### config.mk
export PLATFORM = sky130hd
export DESIGN_NAME = input_debouncer
export DESIGN_NICKNAME = d
export VERILOG_FILES = /design/src/rtl/input_debouncer.sv
export SDC_FILE = /design/constraint.sdc
export NUM_CORES = 1
export LEC_CHECK = 0
export CAP_MARGIN = 40
export CORE_AREA = 2 2 39 41
export DETAILED_ROUTE_END_ITERATION = 10
export DIE_AREA = 0 0 41 43
export PLACE_DENSITY = 0.42
export SLEW_MARGIN = 0
export SYNTH_ARGS = -nofsm -noshare
export SYNTH_HDL_FRONTEND = slang
export SYNTH_SLANG_ARGS = --single-unit
### constraint.sdc
create_clock -name clk -period 1.3 [get_ports clk]
set_clock_uncertainty 0.1 [all_clocks]
set_input_delay 0.325 -clock clk [delete_from_list [all_inputs] [get_ports clk]]
set_output_delay 0.325 -clock clk [all_outputs]
set_load 0.005 [all_outputs]
### src/rtl/input_debouncer.sv
// input_debouncer: 2-flop synchronizer plus per-bit debounce.
// Each bit accepts a new level after STABLE_CYCLES mismatching clocks.
module input_debouncer #(
  parameter int WIDTH         = 1,
  parameter int STABLE_CYCLES = 4
) (
  input  logic             clk,
  input  logic             n_rst,
  input  logic [WIDTH-1:0] raw_in,
  output logic [WIDTH-1:0] signal_out,
  output logic             settled
);

  localparam int CNT_W =
    (STABLE_CYCLES <= 2) ? 1 : $clog2(STABLE_CYCLES);
  localparam logic [CNT_W-1:0] LAST =
    CNT_W'(STABLE_CYCLES - 1);

  logic [WIDTH-1:0] sync1;
  logic [WIDTH-1:0] sync2;
  logic [WIDTH-1:0] deb;
  logic [CNT_W-1:0] cnt [WIDTH];

  always_ff @(posedge clk) begin
    if (!n_rst) begin
      sync1 <= '0;
      sync2 <= '0;
    end else begin
      sync1 <= raw_in;
      sync2 <= sync1;
    end
  end

  // Any mismatch shorter than the threshold clears the count.
  always_ff @(posedge clk) begin
    if (!n_rst) begin
      deb <= '0;
      for (int i = 0; i < WIDTH; i++) begin
        cnt[i] <= '0;
      end
    end else begin
      for (int i = 0; i < WIDTH; i++) begin
        if (sync2[i] == deb[i]) begin
          cnt[i] <= '0;
        end else if (cnt[i] == LAST) begin
          deb[i] <= sync2[i];
          cnt[i] <= '0;
        end else begin
          cnt[i] <= cnt[i] + 1'b1;
        end
      end
    end
  end

  assign signal_out = deb;
  assign settled    = (sync2 == deb);

endmodule

==> results.md, run 1 <==
- Status: finished clean
- Min Tclk post-route: 1.27 ns
- DRT antenna net count: 0
- Worst hold path class: reg -> reg
- Worst path cell trace: xnor2_2 -> buf_2
- Unrepaired setup endpoints after global routing: true
- ANT cells: 0
- Synth Cell Area: 195 sq um
- Setup TNS: 0 ns
- Post-synth cell types: 10
- Pwr/cell area: 1190 nW/um^2
- Synth warn: 0
- Max FO, Critical Path: 2
- Remaining global-route overflow: 0
- Num Clock Sinks: 5
- Final count of negative-setup-slack endpoints: 0
- Kind of end point of the critical path: primary output
- Req. time, crit path: 0.88 ns
- Via count: 143
- Pwr Total: 374 uW
- Max incr delay on CP: 0.33 ns
- Worst setup path start: signal_out$_SDFFE_PN0P_
- Drt pass-1 iters: 1
- Initial DRC count: 0
- Number of H-tree levels: 1
- Drt drc: 0
- Max-cap viol count: 0
- Die X: 41 um
- First-pass GRT wire length: 607 um
- Layout cells sized above 1: 0.481
- I/O Pins: 5
- CTS root buf: clkbuf_4
- Worst EP arrival: 0.85 ns
- Total number of placement rows: 14
- Clock slew at reported path FFs: 0.04 ns
- Hold path start: sync1$_SDFF_PN0_
- Gate count of the mapped netlist: 14
- Hold depth: 1
- Finished Layout Cells: 43
- Setup crit start kind: flip-flop
- Die Y: 43 um
- Core area: 1380 sq um
- Slowest CP cell: dfxtp_2
- Mean Syn Cell Area: 13.9 sq um
- IO buf count: 4
- Initial Util: 0.141
- Worst Reg-to-Reg Cells: 2
- Wire per inst: 7.16 um
- Fmax: 785 MHz
- Area grow syn2layout: 61.5%
- Worst IR Drop VDD: 0.000304 V
- Full die area: 1760 sq um
- Post-DP HPWL: 237 um
- Pin count of the biggest net entering global routing: 4
- Fin. max-slew vios: 0
- GPL Wtd Cong: 0.552
- DRT Wirelength: 308 um
- GRT Util Overall: 0.0554
- TritonCTS buffer count: 3
- Leak: 0.128 nW
- Fin worst setup slack: 0.0254 ns
- Filler instances: 146
- # placed instances: 38
- RR Startpoint: cnt[0][0]$_SDFFCE_PN0P_
- Layout Nets: 32
- Period utilization: 0.980
- CP Class: reg -> out
- Vias per cell: 3.33
- Antenna violations before repair: 0
- Sequential share of the synthesized area: 0.615
- Dpl ws: -0.176 ns
- Worst-Skew Late Latency: 0.24 ns
- TritonCTS clock tree: yes
- Commonest non-fill, non-tap cell in the layout: buf_4
- Clock Tree Buf Depth: 2
- Commonest cells after routing, fill and taps aside: 4 x buf_4, 3 x clkbuf_4
- Final Hold Viols: 0
- Flops & latches, synth: 5
- Vias in the first global route: 173
-- stage by stage --
step                instance area [sq um]   util  hold WS [ns]
finish                                315  0.228         0.333
detailed placement                    282  0.203         0.323
global route                          315  0.228         0.366
CTS                                   315  0.228         0.333
global placement                      282  0.203         0.315
floorplan                             199      -         0.312
-- cell type report --
class / count / area (sq um) / share of cell area
tap: 16 / 20.0 / 0.0635
sequential: 5 / 123 / 0.389
clock buffer: 4 / 26.3 / 0.0833
timing repair buffer: 8 / 60.1 / 0.190
multi-input combinational: 10 / 86.3 / 0.274
-- path summary, 6_finish.rpt --
kind | end | slack, ns
worst min register to register | sync2$_SDFF_PN0_ | 0.33
worst max register to register | cnt[0][1]$_SDFFCE_PN0P_ | 0.06
worst max-delay path | settled | 0.03
worst min-delay path | sync2$_SDFF_PN0_ | 0.33
-- critical path, delay by kind of cell, from the launching register on --
kind / cells / cell delay (ns)
xor gates and xnor gates: 1 / 0.15
DFF: 1 / 0.33
buffers and inverters: 1 / 0.14
-- flip-flops by register name (all words and copies together), names as in the netlist --
name	flops
sync1	1
cnt	2
sync2	1
signal_out	1
-- synthesized netlist by cell type --
library cell  n  area, sq um
ha_1          1         12.5
conb_1        1         3.75
edfxtp_1      2         60.1
and4bb_2      1         12.5
nor4b_1       1         8.76
mux2i_1       1         10.0
xnor2_1       1         8.76
and2_1        2         12.5
dfxtp_1       3         60.1
nor2b_1       1         6.26
-- routing by layer --
layer  up-vias  GRT usage  part of all wire
met4         0     0.0800                 0
met2         5     0.0719              0.51
met5         -          0                 0
met3         0     0.0209              0.10
met1        65     0.0521              0.38
li1         73          -                 -
-- timing repair --
item	CTS	global route
buffers inserted	1	1
hold buffers	0	0
endpoints found under the setup margin	2	2
gates cloned	0	0
gates resized for setup	11	0
pin swaps	1	3
-- cells by family (layout without fill, tap and decap cells) --
| family | Yosys count | after routing | synth area share |
|---|---|---|---|
| buffers and inverters | 0 | 12 | 0 |
| muxes | 1 | 1 | 0.0513 |
| DFF | 5 | 5 | 0.615 |
| other | 1 | 2 | 0.0192 |
| xor gates and xnor gates | 1 | 1 | 0.0449 |
| and+or+nand+nor | 5 | 5 | 0.205 |
| adders and majority gates | 1 | 1 | 0.0641 |
-- where the power goes --
part	total [mW]	internal (mW)	switching, mW
Combinational	0.0278	0.0191	0.00867
Sequential	0.173	0.170	0.00292
Clock	0.173	0.116	0.0571
Note: power is estimated with default switching activity, not from simulation.
==> inputs of run 2 (changes only) <==
- PLACE_DENSITY: 0.42 -> not set
==> results.md, run 2 (synthesis gave the netlist of run 1 again) <==
- Via count: 137
- Biggest register: cnt
- Hold WS: 0.346 ns
- Worst setup path start: signal_out$_SDFFE_PN0P_
- Antenna violations before repair: 0
- Unrepaired setup endpoints after global routing: true
- I/O Pins: 5
- Setup crit start kind: flip-flop
- Placed cell areas: 274 sq um
- Setup TNS: -0.0466 ns
- Clock slew at reported path FFs: 0.04 ns
- Filler instances: 146
- Max-cap viol count: 0
- Worst-Skew Late Latency: 0.24 ns
- Min Tclk post-route: 1.35 ns
- IO buf count: 4
- Final count of negative-setup-slack endpoints: 1
- Worst Setup EP: settled
- Vias in the first global route: 140
- Clock Tree Buf Depth: 2
- Period utilization: 1.04
- TritonCTS clock tree: yes
- TritonCTS buffer count: 3
- Dpl ws: -0.173 ns
- Layout cells sized above 1: 0.538
- CTS root buf: clkbuf_4
- DRT Wirelength: 337 um
- Initial Util: 0.141
- Combinational share of power: 0.072
- Area grow syn2layout: 69.9%
- Leak: 0.126 nW
- Wire per inst: 8.02 um
- Net Switching: 72.4 uW
- GRT Util Overall: 0.0515
- Num Clock Sinks: 5
- ANT cells: 0
- Finished Layout Cells: 42
- Die X: 41 um
- Post-route cell area: 332 sq um
- Worst Reg-to-Reg Cells: 4
- Req. time, crit path: 0.88 ns
- Drt drc: 0
- Worst EP arrival: 0.92 ns
- Total number of placement rows: 14
- Flop pwr share: 0.463
- Fin worst setup slack: -0.0466 ns
- Failing checks: negative setup slack
- Drt pass-1 iters: 4
- Pin count of the biggest net entering global routing: 6
- DRT antenna net count: 0
- Core area: 1380 sq um
- Cell internal pwr: 305 uW
- Worst IR Drop VDD: 0.000346 V
- Worst hold path class: reg -> reg
- Final Core Density: 0.240
- Post-DP HPWL: 263 um
- Number of H-tree levels: 1
- Sw Share: 0.192
- Pwr Total: 377 uW
- Fmax: 743 MHz
- RR Endpoint: cnt[0][1]$_SDFFCE_PN0P_
- Pwr/cell area: 1140 nW/um^2
- Final Hold Viols: 0
- Remaining global-route overflow: 0
- Max FO, Critical Path: 2
- Vias per cell: 3.26
- Commonest non-fill, non-tap cell in the layout: clkbuf_4
- CP Class: reg -> out
- Die Y: 43 um
- R2r setup slk: 0.04 ns
- Layout Nets: 31
- Clock network power share: 0.465
- Kind of end point of the critical path: primary output
- # placed instances: 37
- Fin. max-slew vios: 0
- GPL Wtd Cong: 0.588
- First-pass GRT wire length: 517 um
- Status: complete, but fails checks
- Full die area: 1760 sq um
- Initial DRC count: 1
- RR Startpoint: signal_out$_SDFFE_PN0P_
- Max FFs per register: 2
## run 2: cell types whose count changed in the layout (fill, tap and decap cells not counted)
cell,previous run,this run
ha_1,1,0
buf_6,0,1
nor4b_2,0,1
buf_4,4,2
nor4b_1,1,0
ha_2,0,1
xnor2_4,0,1
xnor2_2,1,0
## run 2: final cells by class
| cell class | instances | area [sq um] | area share |
|---|---|---|---|
| flip-flops and latches | 5 | 123 | 0.370 |
| multi-input cells | 10 | 106 | 0.321 |
| repair buffers | 7 | 56.3 | 0.170 |
| clock buffers | 4 | 26.3 | 0.0792 |
| well taps | 16 | 20.0 | 0.0604 |
## run 2: power by group through the flow
stage | clock network, mW | registers (mW) | logic [mW]
6_report | 0.175 | 0.174 | 0.0271
5_1_grt | 0.187 | 0.175 | 0.0308
4_1_cts | 0.182 | 0.173 | 0.0243
3_5_place_dp | 0 | 0.175 | 0.0246
3_3_place_gp | 0 | 0.175 | 0.0227
2_1_floorplan | 0 | 0.175 | 0.00948
## run 2: routing by layer
layer  wire, um  track usage
met5          0            0
met4          0       0.0600
met3         31       0.0314
met2        174       0.0781
met1        130       0.0361
## run 2: repair_timing
action	4_1_cts	5_1_grt
gates resized for setup	11	4
hold buffers	0	0
pin swaps	1	0
setup buffers	1	0
endpoints found under the setup margin	2	2
## run 2: critical path: stages (launching register included)
cell     delay [ns]
dfxtp_2        0.31
buf_6          0.12
xnor2_4        0.12
buf_2          0.13
## run 2: worst min-delay path by stage
stage,from,to,slack (ns),depth (start not counted)
after CTS,sync1$_SDFF_PN0_,sync2$_SDFF_PN0_,0.35,1
after global placement,sync1$_SDFF_PN0_,sync2$_SDFF_PN0_,0.32,1
final,sync1$_SDFF_PN0_,sync2$_SDFF_PN0_,0.35,1
after floorplan,sync1$_SDFF_PN0_,sync2$_SDFF_PN0_,0.31,1
after detailed placement,sync1$_SDFF_PN0_,sync2$_SDFF_PN0_,0.34,1
after global routing,sync1$_SDFF_PN0_,sync2$_SDFF_PN0_,0.37,1
